===== src/rtl/trap_pkg.sv =====
// Shared types and constants for the machine-mode trap controller.
package trap_pkg;

  typedef enum logic [2:0] {
    ST_IDLE,
    ST_DRAIN,
    ST_COMMIT,
    ST_RESTORE,
    ST_REDIRECT
  } trap_state_e;

  typedef enum logic [1:0] {
    EV_EXC,
    EV_IRQ,
    EV_IRET
  } trap_kind_e;

  localparam logic [11:0] CSR_MSTATUS = 12'h300;
  localparam logic [11:0] CSR_MTVEC   = 12'h305;
  localparam logic [11:0] CSR_MEPC    = 12'h341;
  localparam logic [11:0] CSR_MCAUSE  = 12'h342;
  localparam logic [11:0] CSR_MTVAL   = 12'h343;

  localparam int unsigned MSTATUS_MIE  = 3;
  localparam int unsigned MSTATUS_MPIE = 7;

endpackage


===== src/rtl/trap_csr_file.sv =====
// Trap CSRs: software write port, hardware commit/restore port and read mux.
module trap_csr_file
  import trap_pkg::*;
#(
  parameter logic [31:0] MTVEC_RESET = 32'h0000_0100
) (
  input  logic        clk,
  input  logic        rst_n,
  input  logic        sw_we_i,
  input  logic [11:0] sw_addr_i,
  input  logic [31:0] sw_wdata_i,
  input  logic        commit_i,
  input  logic [31:0] commit_epc_i,
  input  logic [31:0] commit_cause_i,
  input  logic [31:0] commit_tval_i,
  input  logic        restore_i,
  output logic [31:0] rdata_o,
  output logic [31:0] mtvec_o,
  output logic [31:0] mepc_o,
  output logic        mie_o
);

  logic        mie_q, mie_d, mpie_q, mpie_d;
  logic [31:0] mtvec_q, mtvec_d, mepc_q, mepc_d;
  logic [31:0] mcause_q, mcause_d, mtval_q, mtval_d;

  // Hardware updates are applied after the software write so they win per field.
  always_comb begin
    mie_d    = mie_q;
    mpie_d   = mpie_q;
    mtvec_d  = mtvec_q;
    mepc_d   = mepc_q;
    mcause_d = mcause_q;
    mtval_d  = mtval_q;
    if (sw_we_i) begin
      case (sw_addr_i)
        CSR_MSTATUS: begin
          mie_d  = sw_wdata_i[MSTATUS_MIE];
          mpie_d = sw_wdata_i[MSTATUS_MPIE];
        end
        CSR_MTVEC:  mtvec_d  = sw_wdata_i;
        CSR_MEPC:   mepc_d   = sw_wdata_i & 32'hFFFF_FFFC;
        CSR_MCAUSE: mcause_d = sw_wdata_i;
        CSR_MTVAL:  mtval_d  = sw_wdata_i;
        default: ;
      endcase
    end
    if (commit_i) begin
      mepc_d   = commit_epc_i & 32'hFFFF_FFFC;
      mcause_d = commit_cause_i;
      mtval_d  = commit_tval_i;
      mpie_d   = mie_q;
      mie_d    = 1'b0;
    end
    if (restore_i) begin
      mie_d  = mpie_q;
      mpie_d = 1'b1;
    end
  end

  always_ff @(posedge clk or negedge rst_n) begin
    if (!rst_n) begin
      mie_q    <= 1'b0;
      mpie_q   <= 1'b0;
      mtvec_q  <= MTVEC_RESET;
      mepc_q   <= '0;
      mcause_q <= '0;
      mtval_q  <= '0;
    end else begin
      mie_q    <= mie_d;
      mpie_q   <= mpie_d;
      mtvec_q  <= mtvec_d;
      mepc_q   <= mepc_d;
      mcause_q <= mcause_d;
      mtval_q  <= mtval_d;
    end
  end

  always_comb begin
    rdata_o = '0;
    case (sw_addr_i)
      CSR_MSTATUS: begin
        rdata_o[MSTATUS_MIE]  = mie_q;
        rdata_o[MSTATUS_MPIE] = mpie_q;
      end
      CSR_MTVEC:  rdata_o = mtvec_q;
      CSR_MEPC:   rdata_o = mepc_q;
      CSR_MCAUSE: rdata_o = mcause_q;
      CSR_MTVAL:  rdata_o = mtval_q;
      default: ;
    endcase
  end

  assign mtvec_o = mtvec_q;
  assign mepc_o  = mepc_q;
  assign mie_o   = mie_q;

endmodule


===== src/rtl/trap_controller.sv =====
// Machine-mode trap entry/return sequencer: drains the pipeline, commits CSRs, redirects PC.
// state    | meaning
// IDLE     | waiting for an exception, xRET or enabled interrupt in E
// DRAIN    | fetch stalled, D/E flushed, waiting for memory to go idle
// COMMIT   | trap CSRs written (mepc, mcause, mtval, MIE/MPIE)
// RESTORE  | xRET: MIE <- MPIE, MPIE <- 1
// REDIRECT | one-cycle PC redirect to trap vector or mepc
module trap_controller
  import trap_pkg::*;
#(
  parameter logic [31:0] MTVEC_RESET = 32'h0000_0100,
  parameter int unsigned CODE_W      = 8
) (
  input  logic              clk,
  input  logic              rst_n,
  input  logic              validE,
  input  logic [31:0]       pcE,
  input  logic              exceptionE,
  input  logic [CODE_W-1:0] exceptionCodeE,
  input  logic [31:0]       trapValE,
  input  logic              iretE,
  input  logic              irqPending,
  input  logic [CODE_W-1:0] irqCode,
  input  logic              memIdle,
  input  logic              csrWe,
  input  logic [11:0]       csrAddr,
  input  logic [31:0]       csrWdata,
  output logic [31:0]       csrRdata,
  output logic              busy,
  output logic              stallF,
  output logic              flushD,
  output logic              flushE,
  output logic              flushM,
  output logic              redirectValid,
  output logic [31:0]       redirectPc
);

  trap_state_e       state_q, state_d;
  trap_kind_e        kind_q, kind_d;
  logic [31:0]       pc_q, pc_d, tval_q, tval_d;
  logic [CODE_W-1:0] cause_q, cause_d;

  logic        commit, restore, mie, take_evt;
  logic [31:0] mtvec, mepc, vec_off, trap_target, commit_cause;

  trap_csr_file #(.MTVEC_RESET(MTVEC_RESET)) u_csr (
    .clk           (clk),
    .rst_n         (rst_n),
    .sw_we_i       (csrWe),
    .sw_addr_i     (csrAddr),
    .sw_wdata_i    (csrWdata),
    .commit_i      (commit),
    .commit_epc_i  (pc_q),
    .commit_cause_i(commit_cause),
    .commit_tval_i (tval_q),
    .restore_i     (restore),
    .rdata_o       (csrRdata),
    .mtvec_o       (mtvec),
    .mepc_o        (mepc),
    .mie_o         (mie)
  );

  assign take_evt     = validE & (exceptionE | iretE | (irqPending & mie));
  assign commit_cause = {kind_q == EV_IRQ, {(31 - CODE_W){1'b0}}, cause_q};
  // Vectored mode only applies to interrupts and only for mtvec[1:0]==01.
  assign vec_off      = (mtvec[1:0] == 2'b01 && kind_q == EV_IRQ)
                        ? {{(30 - CODE_W){1'b0}}, cause_q, 2'b00} : '0;
  assign trap_target  = (mtvec & 32'hFFFF_FFFC) + vec_off;

  always_comb begin
    kind_d  = kind_q;
    pc_d    = pc_q;
    cause_d = cause_q;
    tval_d  = tval_q;
    if (state_q == ST_IDLE && take_evt) begin
      kind_d  = exceptionE ? EV_EXC : (iretE ? EV_IRET : EV_IRQ);
      pc_d    = pcE;
      cause_d = exceptionE ? exceptionCodeE : irqCode;
      tval_d  = exceptionE ? trapValE : '0;
    end
  end

  always_comb begin
    state_d       = state_q;
    busy          = 1'b1;
    stallF        = 1'b1;
    flushD        = 1'b1;
    flushE        = 1'b1;
    flushM        = 1'b0;
    redirectValid = 1'b0;
    redirectPc    = '0;
    commit        = 1'b0;
    restore       = 1'b0;
    case (state_q)
      ST_IDLE: begin
        busy   = 1'b0;
        stallF = 1'b0;
        flushD = 1'b0;
        flushE = 1'b0;
        if (take_evt) state_d = ST_DRAIN;
      end
      ST_DRAIN: if (memIdle) state_d = (kind_q == EV_IRET) ? ST_RESTORE : ST_COMMIT;
      ST_COMMIT: begin
        commit  = 1'b1;
        state_d = ST_REDIRECT;
      end
      ST_RESTORE: begin
        restore = 1'b1;
        state_d = ST_REDIRECT;
      end
      ST_REDIRECT: begin
        redirectValid = 1'b1;
        flushM        = 1'b1;
        redirectPc    = (kind_q == EV_IRET) ? mepc : trap_target;
        state_d       = ST_IDLE;
      end
      default: state_d = ST_IDLE;
    endcase
  end

  always_ff @(posedge clk or negedge rst_n) begin
    if (!rst_n) begin
      state_q <= ST_IDLE;
      kind_q  <= EV_EXC;
      pc_q    <= '0;
      cause_q <= '0;
      tval_q  <= '0;
    end else begin
      state_q <= state_d;
      kind_q  <= kind_d;
      pc_q    <= pc_d;
      cause_q <= cause_d;
      tval_q  <= tval_d;
    end
  end

endmodule


===== config.mk =====
export PLATFORM = sky130hd
export DESIGN_NAME = trap_controller
export DESIGN_NICKNAME = d
export VERILOG_FILES = /design/src/rtl/trap_pkg.sv /design/src/rtl/trap_csr_file.sv /design/src/rtl/trap_controller.sv
export SDC_FILE = /design/constraint.sdc
export NUM_CORES = 1
export LEC_CHECK = 0
export BUFFER_PORTS_ARGS = -buffer_cell sky130_fd_sc_hd__buf_2
export CAP_MARGIN = 20
export CORE_UTILIZATION = 45
export CTS_CLUSTER_DIAMETER = 60
export DETAILED_ROUTE_END_ITERATION = 10
export GPL_TIMING_DRIVEN = 0
export HOLD_SLACK_MARGIN = 0.02
export PLACE_DENSITY = 0.67
export SLEW_MARGIN = 20
export SYNTH_ARGS = -nofsm -noshare
export SYNTH_HDL_FRONTEND = slang
export SYNTH_SLANG_ARGS = --single-unit

===== constraint.sdc =====
create_clock -name clk -period 2.53 [get_ports clk]
set_input_delay 0 -clock clk [delete_from_list [all_inputs] [get_ports clk]]
set_output_delay 0 -clock clk [all_outputs]
set_load 0.05 [all_outputs]

# Word-level counts from Yosys, hierarchy flattened
# Cells that the tools add are included.
totals:
  inputBits: 132
  latchBits: 0
  out_inout_bits: 70
  rom_bits: 0
  reg_bits: 207
  wordCells: 83
  ram_bits: 0
  memories: 0
op_classes:
  shift: 0
  magnitude_cmp: 0
  n_eq_ne: 14
  div_mod_pow: 0
  mux: 37
  add_sub_neg: 1
  mul: 0
  reduce_logical: 16
  n_bitwise: 4
ops:
  columns: ["cell", "n"]
  rows:
  - ["32-bit two-way mux", 12]
  - ["24-bit one-hot mux with 4 select lines", 1]
  - ["12-bit by 10-bit == test with 1-bit output (second input constant)", 5]
  - ["32-bit by 10-bit adder with 32-bit output", 1]
  - ["3-bit one-hot mux with 4 select lines", 2]
  - ["1-bit two-way mux", 13]
  - ["2-bit AND reduction", 6]
  - ["10-bit two-way mux", 1]
  - ["1-bit one-hot mux with 5 select lines", 2]
  - ["3-bit one-hot mux with 3 select lines", 1]
  - ["8-bit two-way mux", 1]
  - ["2-bit nonzero test", 4]
  - ["3-bit by 2-bit == test with 1-bit output (second input constant)", 2]
  - ["3-bit two-way mux", 2]
  - ["3-bit nonzero test", 2]
  - ["2-bit by 1-bit == test with 1-bit output (second input constant)", 2]
  - ["2-bit two-way mux", 2]
  - ["2-bit != test (second input constant)", 2]
  - ["3-bit by 1-bit == test with 1-bit output (second input constant)", 1]
  - ["3-bit == test (second input constant)", 1]
  - ["3-bit zero test", 1]
  - ["1-bit AND", 2]
  - ["2-bit == test (second input constant)", 1]
  - ["1-bit logical AND", 2]
  - ["other kinds (2)", 3]

# Logic depth before layout (Yosys ltp)
# Gate-level depths: netlist of the first run.
depth:
  word_depth: 6
  mapped_depth: 10
  depth_no_buf: 9

# Cells and area by module
# A second synthesis of the first run with hierarchy kept.
unflattened:
  hier_cells: 1103
  area_unflattened_um2: 11065.6
modules_own_cells:
  columns: ["mod", "n_inst", "area_each_um2", "seq_area_each_um2", "cells_per_inst"]
  rows:
  - ["trap_csr_file", 1, 6718.9, 3204.3, 635]
  - ["trap_controller", 1, 4346.7, 1926.8, 468]

# Worst setup path after synthesis of the first run
# Ideal clock, no wire load.
synth_path:
  path_type: "reg-to-output"
  start: "register kind_q[0]"
  end: "output port redirectPc[22]"
  slack_ns: -0.695
  required_ns: 2.530
  n_path_buf: 1
  arrival_ns: 3.225
  path_stages_with_launch: 11
  path_cell_list: "dfrtp_1 and4bb_2 and2_1 ha_1 fa_1 a211oi_1 o211ai_1 buf_2 nand3_1 xor2_1 o21ai_0"
synth_via:
  elab_chain_cells: 6
  word_cells_on_any_way: 7
  classes_between: "add/sub (1); eq/ne (2); mux (3); reduce/logical (1)"
synth_rtl:
  columns: ["element", "line_no", "source"]
  rows:
  - ["from (decl)", "trap_controller.sv:39", "trap_kind_e kind_q, kind_d;"]
  - ["from (signal assigned)", "trap_controller.sv:130", "kind_q <= kind_d;"]
  - ["2-bit by 1-bit == test with 1-bit output", "trap_controller.sv:66", "assign vec_off = (mtvec[1:0] == 2'b01 && kind_q == EV_IRQ)"]
  - ["1-bit logical AND", "trap_controller.sv:66", null]
  - ["10-bit two-way mux", "trap_controller.sv:67", "? {{(30 - CODE_W){1'b0}}, cause_q, 2'b00} : '0;"]
  - ["32-bit by 10-bit adder with 32-bit output", "trap_controller.sv:68", "assign trap_target = (mtvec & 32'hFFFF_FFFC) + vec_off;"]
  - ["32-bit two-way mux (*)", "trap_controller.sv:114", "redirectPc = (kind_q == EV_IRET) ? mepc : trap_target;"]
  - ["32-bit two-way mux (*)", "trap_controller.sv:94", "case (state_q)"]
  - ["to (decl)", "trap_controller.sv:35", "output logic [31:0] redirectPc"]
# Mark *: on every way between the ends. The rest lies on a longest branch, timed or not.

# Worst setup path after layout of the first run
layout_path:
  start: "register u_csr.mtvec_q[1], in the netlist u_csr.mtvec_o[1]"
  end: "output port redirectPc[13]"
layout_via:
  elab_chain_cells: 6
layout_rtl:
  columns: ["element", "line_no", "source"]
  rows:
  - ["from (decl)", "trap_csr_file.sv:24", "logic [31:0] mtvec_q, mtvec_d, mepc_q, mepc_d;"]
  - ["from (signal assigned)", "trap_csr_file.sv:72", "mtvec_q <= mtvec_d;"]
  - ["2-bit by 1-bit == test with 1-bit output", "trap_controller.sv:66", null]
  - ["1-bit logical AND", "trap_controller.sv:66", null]
  - ["10-bit two-way mux", "trap_controller.sv:67", null]
  - ["32-bit by 10-bit adder with 32-bit output", "trap_controller.sv:68", null]
  - ["32-bit two-way mux", "trap_controller.sv:114", null]
  - ["32-bit two-way mux", "trap_controller.sv:94", null]
# Every way passes these cells.

==> reports/summary.log, run 1 <==
INFO  hold_path      hp-class=input port to flop
INFO  clocking       tritoncts=done
INFO  timing         final-setup-viol-count=28
INFO  logic_synthesis synth-main-ff-cell=sky130_fd_sc_hd__dfrtp_1
INFO  pwr            vdd_drop_max=0.387mV
INFO  critical_path  worstPathRequired=2.53ns
INFO  logic_synthesis ys_types=67
INFO  grt            grt.met3_usage=5.29%
INFO  detailed_routing first_iter_violations=1,086
INFO  timing         max_transition_viols_final=0
INFO  detailed_routing routed_wire_length_per_instance=20.7µm
INFO  critical_path  setup.worst_path.start_class=flop
INFO  logic_synthesis ys_top_cells_by_area=sky130_fd_sc_hd__dfrtp_1, sky130_fd_sc_hd__nand2_1, sky130_fd_sc_hd__mux2i_1
INFO  detailed_routing num_vias=10,416
INFO  critical_path  crit_path_top_delay_cell=sky130_fd_sc_hd__dfrtp_1
INFO  final_layout   diodes=0
INFO  grt            groute.usage.overall=31.8%
INFO  clocking       clock_path_buffers=3
INFO  outcome        violations=negative setup slack
INFO  die            coreArea=0.0234mm²
INFO  logic_synthesis synthArstFlopShare=100%
INFO  timing         setup_repair_after_global_routing_missed_its_margin=yes
INFO  pwr            p_leak=7.36nW
INFO  critical_path  critical-path-top-cell-by-count=sky130_fd_sc_hd__buf_6
INFO  pwr            power_frac_seq=42.4%
INFO  logic_synthesis synth_largest_type_area_fraction=47.1%
INFO  logic_synthesis synth-warning-count=0
INFO  critical_path  cp-end-kind=output pin
INFO  logic_synthesis number_of_synthesized_flops_with_an_enable_pin=0
INFO  clocking       htree_depth=1
INFO  logic_synthesis synthesis.area=0.0107mm²
INFO  pwr            internal-power=7.91mW
INFO  timing         total_negative_setup_slack=-14.27ns
INFO  final_layout   finish.utilization=64.6%
INFO  die            die_y=156µm
INFO  grt            grt_antenna_before_repair=0
INFO  timing         final_period_minus_worst_setup_slack=3.19ns
INFO  critical_path  crit_type=flop to output pin
INFO  detailed_routing drcViolationCount=0
INFO  flow_run       cap_violations=0
INFO  logic_synthesis syn_area_per_cell=9.28µm²
INFO  timing         skew=0.0139ns
INFO  grt            most_congested_layer_reported_by_global_routing=met2
INFO  timing         period_share=126%
INFO  pwr            clock_power_share=31.4%
INFO  grt            grt_overflow=0
INFO  clocking       cts.clk_slew.worst_paths=0.06ns
INFO  timing         final_critical_path_setup_slack=-0.664ns
INFO  logic_synthesis seq_area_frac_synth=47.3%
INFO  place          hpwl=26.0mm
INFO  logic_synthesis synthesis.instances=1,156
INFO  clocking       tritoncts_num_sinks=203
INFO  final_layout   nNetsFinal=1,662
INFO  outcome        outcome=finished with violations
INFO  critical_path  critPathArrivalTime=3.19ns
INFO  pwr            power_density=812mW/mm²
INFO  place          final_weighted_congestion_in_routability_driven_placement=0.916
INFO  clocking       cts_root_buf=sky130_fd_sc_hd__clkbuf_16
INFO  critical_path  critical_path.cell_chain=and4bb_4 > buf_4 > and2_4 > ha_4 > a21oi_1 > o21ai_2 > buf_6 > o211ai_1 > xor2_1 > a211oi_4 > buf_6
INFO  grt            met2_usage=51.7%
INFO  timing         achievable-frequency=0.313GHz
INFO  pwr            net_switching_power=4.35mW
INFO  timing         timing_worst_slew_pin_value=0.963ns
INFO  die            initial_utilization=45.9%
INFO  logic_synthesis synth.cells.most_frequent=sky130_fd_sc_hd__nand2_1, sky130_fd_sc_hd__dfrtp_1, sky130_fd_sc_hd__o21ai_1, sky130_fd_sc_hd__mux2i_1, sky130_fd_sc_hd__a22oi_1
INFO  die            top_level_ports=202
INFO  timing         finalHoldWorstSlack=0.0741ns
INFO  grt            first_global_vias=10,440
INFO  logic_synthesis synth_top_area_cell=sky130_fd_sc_hd__dfrtp_1
INFO  detailed_routing drt_pre_antenna_iters=5
INFO  critical_path  worstPathMaxFanout=6
INFO  detailed_routing antenna_violating_nets_post_route=0
INFO  grt            wire_length_of_the_first_global_routing_pass=58.4mm
INFO  logic_synthesis yosysMostFrequentCell=sky130_fd_sc_hd__nand2_1
INFO  pwr            sw_frac_of_total=35.5%
INFO  place          place_inst=1,674
INFO  critical_path  worst_path_largest_cell_delay=0.39ns
INFO  grt            met1_track_demand_over_resource=42.1%
INFO  final_layout   final_layout_size_suffix_gt1_share=27.2%
INFO  final_layout   layoutNonFillerInstCount=1,859
INFO  clocking       cts_buffers=26
INFO  clocking       insertion_delay=0.53ns
INFO  detailed_routing routed_wire_length=38.6mm
INFO  timing         timing.slew.headroom=35.6%
INFO  detailed_routing drt-vias-per-instance=5.60
INFO  die            dieArea=0.0245mm²
INFO  place          buffer_ports.inserted=196
INFO  timing         finalHoldViolCount=0
INFO  logic_synthesis ys_seq_elements=203
INFO  die            die_x=156µm
INFO  grt            grt_max_degree=98
INFO  pwr            power=12.3mW
INFO  die            placementRows=56
INFO  final_layout   layout-area-overhead-vs-synth=40.8%
INFO  pwr            combinationalPowerShare=26.2%
==> final cells by class <==
type | count | area [µm²]
plain buffers | 87 | 519
repair buffers | 336 | 2560
multi-input cells | 861 | 5630
inverters | 6 | 22.5
well taps | 319 | 399
fillers | 1937 | 8290
flip-flops and latches | 203 | 5080
clock inverters | 8 | 123
clock buffers | 39 | 771
==> per-layer routing <==
metal	vias up	wire, µm
met1	5059	16200
met4	0	1540
met5	-	0
met3	94	2880
li1	4764	-
met2	499	17900
==> worst paths after layout <==
check	start	endpoint	slack, ns	depth (start not counted)
min	csrAddr[5]	u_csr.mpie_q$_DFFE_PN0P_	0.07	5
max in group asynchronous	rst_n	u_csr.mtval_q[2]$_DFFE_PN0P_	1.46	3
min reg2reg	tval_q[15]$_DFFE_PN0P_	tval_q[15]$_DFFE_PN0P_	0.47	2
max	u_csr.mtvec_o[1]$_DFFE_PN0P_	redirectPc[13]	-0.66	11
max reg2reg	state_q[2]$_DFFE_PN0P_	u_csr.mcause_q[13]$_DFFE_PN0P_	0.09	6
min in group asynchronous	rst_n	cause_q[0]$_DFFE_PN0P_	0.10	3
==> layout by cell type, fill, tap and decap left out, types with 9 or more instances in the layout <==
cell	n
sky130_fd_sc_hd__o21ai_2	10
sky130_fd_sc_hd__o21ai_0	33
sky130_fd_sc_hd__buf_2	180
sky130_fd_sc_hd__nand2_1	312
sky130_fd_sc_hd__clkbuf_16	27
sky130_fd_sc_hd__o211ai_1	9
sky130_fd_sc_hd__clkbuf_1	45
sky130_fd_sc_hd__nor2_1	14
sky130_fd_sc_hd__dlygate4sd3_1	115
sky130_fd_sc_hd__dfrtp_1	201
sky130_fd_sc_hd__buf_6	40
sky130_fd_sc_hd__a21oi_1	35
sky130_fd_sc_hd__mux2i_1	82
sky130_fd_sc_hd__o21ai_1	84
sky130_fd_sc_hd__xor2_1	11
sky130_fd_sc_hd__mux2_2	30
sky130_fd_sc_hd__buf_4	31
sky130_fd_sc_hd__a22oi_1	58
sky130_fd_sc_hd__nand3_1	47
==> power groups by stage <==
stage,Clock (mW),Sequential (mW),Combinational (mW)
floorplan,0,4.88,2.08
global placement,0,5.19,2.85
detailed placement,0,5.21,2.94
CTS,3.88,5.16,3.17
global route,4.00,5.30,3.56
finish,3.85,5.20,3.21
==> registers in the layout, summed over array words and instances (netlist names), 2 cells and up <==
signal	count
pc_q	30
u_csr.mtvec_o	32
u_csr.mepc_o	30
state_q	3
u_csr.mtval_q	32
cause_q	8
u_csr.mcause_q	32
tval_q	32
kind_q	2
==> logic make-up (layout without fill, tap and decap cells) <==
family          after synthesis  after routing  synth area share, %
fa+ha+maj                     9              9                 1.12
mux                         117            117                 11.3
simple gates                441            441                 18.5
buf+inv                      93            476                 4.87
flops                       203            203                 47.3
compound gates              269            269                 14.9
xor+xnor                     23             23                 1.88
other cells                   1              2               0.0349
==> through the flow <==
stage	area, µm²	setup WS (ns)
floorplan	10900	-0.0628
global placement	12300	-2.02
detailed placement	12400	-0.531
CTS	15100	-0.667
global route	15100	-0.725
finish	15100	-0.664
==> critical path, delay by kind of cell (launching register included) <==
kind                     cells  cell delay [ns]
adder cells (fa/ha/maj)      1             0.21
buffers and inverters        3             0.50
XOR/XNOR                     1             0.15
AO/OA/AOI/OAI                4             0.88
AND/OR/NAND/NOR              2             0.54
flip-flops                   1             0.39
==> what timing repair did <==
item | CTS | global route
hold endpoints to repair | 405 | 0
pin swaps | 36 | 17
setup endpoints to repair | 30 | 29
hold buffers | 115 | 0
gates resized for setup | 120 | 4
setup buffers | 19 | 2
gates cloned | 2 | 0
No activity file was read; power rests on OpenSTA's default activity.
==> run 2: changes to the inputs <==
--- a/config.mk
+++ b/config.mk
@@ -5,14 +5,17 @@
 export SDC_FILE = /design/constraint.sdc
 export NUM_CORES = 1
 export LEC_CHECK = 0
+export ABC_AREA = 1
 export BUFFER_PORTS_ARGS = -buffer_cell sky130_fd_sc_hd__buf_2
 export CAP_MARGIN = 20
-export CORE_UTILIZATION = 45
+export CELL_PAD_IN_SITES_DETAIL_PLACEMENT = 0
+export CELL_PAD_IN_SITES_GLOBAL_PLACEMENT = 1
+export CORE_UTILIZATION = 41
 export CTS_CLUSTER_DIAMETER = 60
 export DETAILED_ROUTE_END_ITERATION = 10
 export GPL_TIMING_DRIVEN = 0
 export HOLD_SLACK_MARGIN = 0.02
-export PLACE_DENSITY = 0.67
+export PLACE_DENSITY = 0.81
 export SLEW_MARGIN = 20
 export SYNTH_ARGS = -nofsm -noshare
 export SYNTH_HDL_FRONTEND = slang
==> run 2 against run 1 <==
  * The run still ends with negative setup slack left
  * Hold slack gained 0.0027 ns
  * Critical endpoint is now redirectPc[20]
  * Worst setup slack improved by 0.24 ns
  * Register-to-register slack gained 0.10 ns
  * First-iteration DRC count fell by 4.5%
  * Combinational power up 35%
  * Power up 7.6%
  * Critical path type unchanged
  * Maximum frequency is 8.0% higher
  * Count of clock-buffer cells in the layout shrank 7
==> reports/summary.log, run 2 <==
INFO  outcome        outcome=finished with violations
INFO  outcome        violations=negative setup slack
INFO  timing         total_negative_setup_slack=-9.09ns [+5.18 ns]
INFO  timing         achievable-frequency=0.338GHz [+8.0%]
INFO  critical_path  crit_type=flop to output pin
INFO  critical_path  cp-end-kind=output pin
INFO  detailed_routing drcViolationCount=0 [unchanged]
INFO  pwr            clock_power_share=25.9% [-5.5 points]
INFO  logic_synthesis syn_area_per_cell=7.11µm² [-23%]
INFO  timing         final_period_minus_worst_setup_slack=2.96ns [-0.236 ns]
INFO  timing         period_share=117% [-9.3 points]
INFO  detailed_routing antenna_violating_nets_post_route=0 [unchanged]
INFO  critical_path  end_of_the_worst_register_to_register_path=u_csr.mtval_q[11]$_DFFE_PN0P_
INFO  detailed_routing num_vias=12,770 [+23%]
INFO  pwr            p_leak=8.40nW [+14%]
INFO  pwr            power_frac_seq=41.2% [-1.2 points]
INFO  timing         final-setup-viol-count=28 [unchanged]
INFO  logic_synthesis synth.cells.most_frequent=sky130_fd_sc_hd__nand2_1, sky130_fd_sc_hd__inv_1, sky130_fd_sc_hd__dfrtp_1, sky130_fd_sc_hd__o21ai_0, sky130_fd_sc_hd__nor2_1
INFO  clocking       cts.clk_slew.worst_paths=0.06ns [about the same]
INFO  final_layout   nNetsFinal=2,195 [+32%]
INFO  logic_synthesis synth-main-ff-cell=sky130_fd_sc_hd__dfrtp_1
INFO  logic_synthesis synth_largest_type_area_fraction=41.9% [-5.2 points]
INFO  timing         setup_repair_after_global_routing_missed_its_margin=yes
INFO  die            initial_utilization=41.9% [-4.0 points]
INFO  grt            grt_antenna_before_repair=0 [unchanged]
INFO  place          placedInstanceArea=0.0136mm² [+9.9%]
INFO  pwr            sw_frac_of_total=39.6% [+4.1 points]
INFO  timing         timing_worst_slew_pin_value=0.755ns [-0.207 ns]
INFO  grt            grt_overflow=0 [unchanged]
INFO  logic_synthesis synthesis.area=0.0121mm² [+12%]
INFO  timing         skew=0.0126ns [-0.00132 ns]
INFO  final_layout   final_layout_size_suffix_gt1_share=22.3% [-4.9 points]
INFO  grt            wire_length_of_the_first_global_routing_pass=72.8mm [+25%]
INFO  clocking       tritoncts=done
INFO  die            top_level_ports=202 [unchanged]
INFO  critical_path  worst_path_largest_cell_delay=0.38ns [about the same]
INFO  pwr            combinationalPowerShare=32.8% [+6.6 points]
INFO  pwr            net_switching_power=5.22mW [+20%]
INFO  critical_path  critPathArrivalTime=2.96ns [-0.23 ns]
INFO  critical_path  r2r_start=state_q[0]$_DFFE_PN0P_
INFO  critical_path  worst-r2r-cell-count=10 [+4]
INFO  clocking       cts_buffers=23 [-12%]
INFO  final_layout   diodes=0 [unchanged]
INFO  hold_path      hp-class=input port to async pin
INFO  final_layout   final_common_cell=sky130_fd_sc_hd__nand2_1
INFO  flow_run       cap_violations=0 [unchanged]
INFO  critical_path  setup.worst_path.start_class=flop
INFO  logic_synthesis synthArstFlopShare=100% [unchanged]
INFO  critical_path  critical_path.cell_chain=inv_2 > nand4_1 > buf_6 > nor2_4 > ha_4 > nand2_1 > nand2_2 > inv_2 > nand2_2 > nand2_2 > nand3_4 > a21oi_2 > nor2_2 > nor2_2 > buf_6
INFO  critical_path  worstPathRequired=2.53ns [about the same]
INFO  critical_path  timing.critical_path.max_delay_family=simple AND/OR/NAND/NOR gates
INFO  detailed_routing drt_pre_antenna_iters=5 [unchanged]
INFO  clocking       cts_root_buf=sky130_fd_sc_hd__clkbuf_16
INFO  grt            grt_max_degree=94 [-4.1%]
INFO  clocking       insertion_delay=0.51ns [-0.02 ns]
INFO  place          hpwl=36.5mm [+40%]
INFO  timing         final_critical_path_setup_slack=-0.428ns [+0.236 ns]
INFO  clocking       htree_depth=1 [unchanged]
INFO  timing         timing.slew.headroom=49.6% [+14 points]
INFO  final_layout   nFillCells=2,835 [+46%]
INFO  die            die_y=173µm [+11%]
INFO  final_layout   layout-area-overhead-vs-synth=35.3%
INFO  place          final_weighted_congestion_in_routability_driven_placement=0.942 [+2.8%]
INFO  pwr            internal-power=7.97mW [+0.80%]
INFO  critical_path  worstPathBufferInverterCount=4 [+1]
INFO  logic_synthesis synthesis.instances=1,696 [+47%]
INFO  logic_synthesis ys_top_cells_by_area=sky130_fd_sc_hd__dfrtp_1, sky130_fd_sc_hd__nand2_1, sky130_fd_sc_hd__o21ai_0
INFO  final_layout   layout.cell_area.non_filler=0.0163mm² [+7.9%]
INFO  logic_synthesis synth_top_area_cell=sky130_fd_sc_hd__dfrtp_1
INFO  critical_path  worst_setup_path_startpoint=kind_q[1]$_DFFE_PN0P_
INFO  critical_path  ff2ff_setup_slack=0.19ns [+0.10 ns]
INFO  die            coreArea=0.0288mm² [+23%]
INFO  final_layout   mostFrequentLayoutCells=sky130_fd_sc_hd__nand2_1, sky130_fd_sc_hd__inv_1, sky130_fd_sc_hd__buf_2, sky130_fd_sc_hd__dfrtp_1, sky130_fd_sc_hd__o21ai_0
INFO  clocking       clock_path_buffers=3 [unchanged]
INFO  timing         max_transition_viols_final=0 [unchanged]
INFO  critical_path  worstPathMaxFanout=8 [+2]
INFO  logic_synthesis ys_seq_elements=203 [unchanged]
INFO  critical_path  crit_path_top_delay_cell=sky130_fd_sc_hd__dfrtp_1
INFO  place          buffer_ports.inserted=195 [-0.51%]
INFO  pwr            vdd_drop_max=0.559mV [+44%]
INFO  detailed_routing routed_wire_length=48.3mm [+25%]
INFO  detailed_routing routed_wire_length_per_instance=19.7µm [-5.1%]
INFO  logic_synthesis ys_types=40 [-40%]
INFO  timing         finalHoldViolCount=0 [unchanged]
INFO  logic_synthesis seq_area_frac_synth=42.2% [-5.2 points]
INFO  detailed_routing drt-vias-per-instance=5.21 [-7.1%]
INFO  logic_synthesis synth-warning-count=0 [unchanged]
INFO  grt            groute.usage.overall=31.8% [about the same]
INFO  grt            first_global_vias=12,428 [+19%]
INFO  clocking       tritoncts_num_sinks=203 [unchanged]
INFO  logic_synthesis yosysMostFrequentCell=sky130_fd_sc_hd__nand2_1
INFO  die            die_x=173µm [+11%]
INFO  logic_synthesis number_of_synthesized_flops_with_an_enable_pin=0 [unchanged]
INFO  pwr            power_density=809mW/mm² [-0.30%]
INFO  critical_path  critical-path-top-cell-by-count=sky130_fd_sc_hd__nand2_2
INFO  die            placementRows=62 [+11%]
INFO  die            dieArea=0.0301mm² [+23%]
INFO  detailed_routing first_iter_violations=1,037 [-4.5%]
[run 2: cell type report]
type | count | area [µm²] | area share [%]
multi-input combinational | 1165 | 6070 | 37.3
sequential | 203 | 5080 | 31.2
timing repair buffer | 332 | 2520 | 15.5
inverter | 226 | 848 | 5.20
clock buffer | 32 | 669 | 4.11
buffer | 103 | 529 | 3.25
tap | 384 | 480 | 2.95
clock inverter | 7 | 95.1 | 0.583
[run 2: how the worst max path moves through the flow]
| stage | to | slack, ns | depth (start not counted) |
|---|---|---|---|
| after global placement | u_csr.mtvec_o[15]$_DFFE_PN0P_ | -2.06 | 1 |
| after CTS | redirectPc[10] | -0.40 | 13 |
| final | redirectPc[20] | -0.43 | 15 |
| after floorplan | redirectPc[2] | 0.01 | 4 |
| after detailed placement | redirectPc[10] | -0.55 | 13 |
| after global routing | redirectPc[10] | -0.53 | 13 |
[run 2: repair_timing]
| action | 4_1_cts | 5_1_grt |
|---|---|---|
| buffers inserted | 10 | 9 |
| resized for setup | 118 | 67 |
| setup endpoints to repair | 30 | 30 |
| hold buffers | 116 | 0 |
| endpoints found under the hold margin | 333 | 0 |
| pin swaps | 20 | 23 |
[run 2: per-layer routing]
layer | up-vias | wire length [µm] | track usage (%) | part of all wire, %
li1 | 6143 | - | - | -
met2 | 460 | 22000 | 51.5 | 46
met4 | 0 | 1450 | 8.74 | 3.0
met1 | 6080 | 21900 | 45.4 | 45
met3 | 87 | 2900 | 2.85 | 6.0
met5 | - | 0 | 0 | 0
[run 2: power groups by stage]
stage          registers, mW  logic (mW)  clock network [mW]
6_report                5.44        4.33                3.42
5_1_grt                 5.53        4.79                3.57
4_1_cts                 5.38        4.23                3.46
3_5_place_dp            5.43        3.96                   0
3_3_place_gp            5.38        3.88                   0
2_1_floorplan           5.03        2.73                   0
[run 2: worst register-to-register path, cell delays in order, from the launching register on]
cell,delay [ns]
sky130_fd_sc_hd__dfrtp_1,0.44
sky130_fd_sc_hd__nor2_1,0.24
sky130_fd_sc_hd__nand2_1,0.19
sky130_fd_sc_hd__inv_1,0.11
sky130_fd_sc_hd__buf_2,0.31
sky130_fd_sc_hd__buf_2,0.34
sky130_fd_sc_hd__nor2_1,0.08
sky130_fd_sc_hd__inv_1,0.16
sky130_fd_sc_hd__o21ai_0,0.15
sky130_fd_sc_hd__o21ai_0,0.13
sky130_fd_sc_hd__nand2_1,0.07
[run 2: kinds of logic (layout without fill, tap and decap cells)]
family          count (synthesis)  after routing  share of synthesized area, %
compound gates                270            270                          11.5
xor+xnor                        7              7                         0.509
fa+ha+maj                       9              9                         0.997
buf+inv                       329            700                          11.4
flops                         203            203                          42.2
other cells                     1              2                        0.0311
simple gates                  877            877                          33.4
[run 2: through the flow]
step | hold WS [ns] | power [mW] | utilization [%] | setup slack [ns] | std cells
floorplan | -0.296 | 7.76 | - | 0.0124 | 1697
global placement | 0.196 | 9.26 | 47.0 | -2.06 | 2276
detailed placement | -0.0824 | 9.38 | 47.2 | -0.551 | 2278
CTS | 0.0550 | 13.1 | 55.7 | -0.396 | 2443
global route | 0.0868 | 13.9 | 56.6 | -0.530 | 2452
finish | 0.0768 | 13.2 | 56.6 | -0.428 | 2452
==> run 3: changes to the inputs <==
--- a/config.mk
+++ b/config.mk
@@ -5,12 +5,13 @@
 export SDC_FILE = /design/constraint.sdc
 export NUM_CORES = 1
 export LEC_CHECK = 0
-export ABC_AREA = 1
+export ABC_AREA = 0
 export BUFFER_PORTS_ARGS = -buffer_cell sky130_fd_sc_hd__buf_2
 export CAP_MARGIN = 20
 export CELL_PAD_IN_SITES_DETAIL_PLACEMENT = 0
 export CELL_PAD_IN_SITES_GLOBAL_PLACEMENT = 1
-export CORE_UTILIZATION = 41
+export CORE_MARGIN = 5
+export CORE_UTILIZATION = 43
 export CTS_CLUSTER_DIAMETER = 60
 export DETAILED_ROUTE_END_ITERATION = 10
 export GPL_TIMING_DRIVEN = 0
==> run 3 against run 2 <==
  * The flow still finishes with violations (negative setup slack)
  * Final area shrank 8.4%
  * Non-clock buffer count is 21 lower
  * Largest power group unchanged
  * Routed wire length decreased by 20%
  * Die area is 6.2% lower
  * Register-to-register slack improved by 0.05 ns
  * Highest routed layer unchanged
  * Clock skew is 0.0031 ns lower
  * Maximum frequency shrank 4.6%
  * Power fell by 9.4%
  * Clock power increased by 5%
  * Critical path depth down 5
  * Utilization up 4.4 points
==> reports/summary.log, run 3 (synthesis results as in run 1) <==
INFO  die            dieArea=0.0282mm² [-6.2%]
INFO  final_layout   layoutNonFillerInstCount=1,853 [-24%]
INFO  clocking       insertion_delay=0.52ns [about the same]
INFO  clocking       tritoncts_num_sinks=203 [unchanged]
INFO  timing         setup_repair_after_global_routing_missed_its_margin=yes
INFO  clocking       tritoncts=done
INFO  clocking       clock_path_buffers=3 [unchanged]
INFO  pwr            vdd_drop_max=0.533mV [-4.7%]
INFO  detailed_routing antenna_violating_nets_post_route=0 [unchanged]
INFO  critical_path  cp-end-kind=output pin
INFO  flow_run       cap_violations=0 [unchanged]
INFO  timing         final_period_minus_worst_setup_slack=3.10ns [+0.143 ns]
INFO  critical_path  worstPathRequired=2.53ns [about the same]
INFO  clocking       cts_root_buf=sky130_fd_sc_hd__clkbuf_16
INFO  detailed_routing first_iter_violations=913 [-12%]
INFO  outcome        outcome=finished with violations
INFO  timing         achievable-frequency=0.322GHz [-4.6%]
INFO  detailed_routing drcViolationCount=0 [unchanged]
INFO  die            initial_utilization=43.9% [+2.0 points]
INFO  final_layout   nFillCells=2,166 [-24%]
INFO  place          final_weighted_congestion_in_routability_driven_placement=0.902 [-4.3%]
INFO  final_layout   layout-area-overhead-vs-synth=39.2%
INFO  clocking       cts.clk_slew.worst_paths=0.06ns [about the same]
INFO  critical_path  end_of_the_worst_register_to_register_path=u_csr.mcause_q[18]$_DFFE_PN0P_
INFO  clocking       cts_buffers=25 [+8.7%]
INFO  pwr            power=11.9mW [-9.4%]
INFO  detailed_routing routed_wire_length=38.8mm [-20%]
INFO  die            die_x=168µm [-3.2%]
INFO  die            die_y=168µm [-3.2%]
INFO  grt            grt_overflow=0 [unchanged]
INFO  final_layout   diodes=0 [unchanged]
INFO  final_layout   nNetsFinal=1,652 [-25%]
INFO  critical_path  critPathArrivalTime=3.10ns [+0.14 ns]
INFO  grt            grt_max_degree=84 [-11%]
INFO  place          buffer_ports.inserted=196 [+0.51%]
INFO  timing         finalHoldViolCount=0 [unchanged]
INFO  die            coreArea=0.0245mm² [-15%]
INFO  clocking       htree_depth=1 [unchanged]
INFO  timing         timing_worst_slew_pin_value=0.853ns [+0.0979 ns]
INFO  detailed_routing drt-vias-per-instance=5.52 [+6.0%]
INFO  final_layout   final_layout_size_suffix_gt1_share=26.9% [+4.5 points]
INFO  timing         period_share=123% [+5.7 points]
INFO  critical_path  crit_type=flop to output pin
INFO  timing         final-setup-viol-count=27 [-3.6%]
INFO  timing         finalHoldWorstSlack=0.0365ns [-0.0402 ns]
INFO  timing         final_critical_path_setup_slack=-0.571ns [-0.143 ns]
INFO  place          dpl_worst_slack=-0.545ns [+0.00638 ns]
INFO  grt            groute.usage.overall=26.8% [-5.0 points]
INFO  die            placementRows=57 [-8.1%]
INFO  critical_path  r2r_start=state_q[2]$_DFFE_PN0P_
INFO  detailed_routing drt_pre_antenna_iters=5 [unchanged]
INFO  critical_path  setup.worst_path.start_class=flop
INFO  final_layout   finish.utilization=61.0% [+4.4 points]
INFO  grt            first_global_vias=10,212 [-18%]
INFO  timing         timing.slew.headroom=43.1% [-6.5 points]
INFO  grt            wire_length_of_the_first_global_routing_pass=59.8mm [-18%]
INFO  place          place_inst=1,679 [-26%]
INFO  pwr            power_density=800mW/mm² [-1.1%]
INFO  timing         max_transition_viols_final=0 [unchanged]
INFO  critical_path  worstPathMaxFanout=8 [unchanged]
INFO  detailed_routing num_vias=10,229 [-20%]
INFO  critical_path  worst-r2r-cell-count=6 [-4]
INFO  timing         skew=0.00950ns [-0.00307 ns]
INFO  final_layout   mostFrequentLayoutCells=sky130_fd_sc_hd__nand2_1, sky130_fd_sc_hd__dfrtp_1, sky130_fd_sc_hd__buf_2
INFO  detailed_routing routed_wire_length_per_instance=20.9µm [+6.3%]
INFO  final_layout   layout.cell_area.non_filler=0.0149mm² [-8.4%]
INFO  place          hpwl=27.4mm [-25%]
INFO  critical_path  ff2ff_setup_slack=0.24ns [+0.05 ns]
INFO  grt            grt_antenna_before_repair=0 [unchanged]
INFO  die            top_level_ports=202 [unchanged]
INFO  place          placedInstanceArea=0.0124mm² [-9.0%]
INFO  timing         total_negative_setup_slack=-12.25ns [-3.15 ns]
INFO  hold_path      hp-class=input port to async pin
INFO  outcome        violations=negative setup slack
INFO  pwr            p_leak=7.31nW [-13%]
INFO  final_layout   final_common_cell=sky130_fd_sc_hd__nand2_1
run 3: how the worst max path moves through the flow:
stage / startpoint / endpoint / slack, ns / depth (start not counted)
2_1_floorplan: kind_q[0]$_DFFE_PN0P_ / redirectPc[22] / -0.06 / 10
3_3_place_gp: rst_n / pc_q[23]$_DFFE_PN0P_ / -2.08 / 1
3_5_place_dp: kind_q[0]$_DFFE_PN0P_ / redirectPc[28] / -0.54 / 11
4_1_cts: kind_q[1]$_DFFE_PN0P_ / redirectPc[31] / -0.58 / 10
5_1_grt: u_csr.mtvec_o[0]$_DFFE_PN0P_ / redirectPc[12] / -0.65 / 12
6_report: u_csr.mtvec_o[1]$_DFFE_PN0P_ / redirectPc[13] / -0.57 / 10
run 3: area by class of cell:
class | count | area, µm² | share of cell area, %
Buffer | 87 | 519 | 3.48
Clock buffer | 32 | 692 | 4.63
Clock inverter | 13 | 135 | 0.905
Inverter | 6 | 22.5 | 0.151
Multi-Input combinational cell | 861 | 5560 | 37.2
Sequential cell | 203 | 5080 | 34.0
Tap cell | 324 | 405 | 2.71
Timing Repair Buffer | 327 | 2520 | 16.9
run 3: critical path, cell delays in order, from the launching register on:
cell and delay [ns]:
sky130_fd_sc_hd__dfrtp_1 0.38, sky130_fd_sc_hd__and4bb_4 0.41, sky130_fd_sc_hd__and2_1 0.15, sky130_fd_sc_hd__ha_2 0.31, sky130_fd_sc_hd__o211ai_1 0.26, sky130_fd_sc_hd__nand2_2 0.11
sky130_fd_sc_hd__buf_4 0.17, sky130_fd_sc_hd__o211ai_1 0.11, sky130_fd_sc_hd__xor2_1 0.13, sky130_fd_sc_hd__a211oi_4 0.34, sky130_fd_sc_hd__buf_6 0.21
run 3: what timing repair did:
item,4_1_cts,5_1_grt
gates resized for setup,97,26
setup buffers,13,0
pin swaps,27,25
hold endpoints to repair,322,0
cloned,2,0
setup endpoints to repair,30,39
hold buffers,114,0
run 3: where the power goes:
group	switching, mW	leakage [nW]	total (mW)	internal (mW)
registers	0.828	2.65	5.18	4.35
clock network	1.42	0.417	3.58	2.15
logic	2.04	4.24	3.19	1.15
total	4.29	7.31	11.9	7.66
run 3: metal layers:
| layer | part of all wire, % | track usage, % |
|---|---|---|
| met1 | 43 | 37.7 |
| met5 | 0 | 0 |
| met3 | 7.0 | 3.54 |
| met2 | 47 | 43.4 |
| met4 | 3.2 | 8.12 |
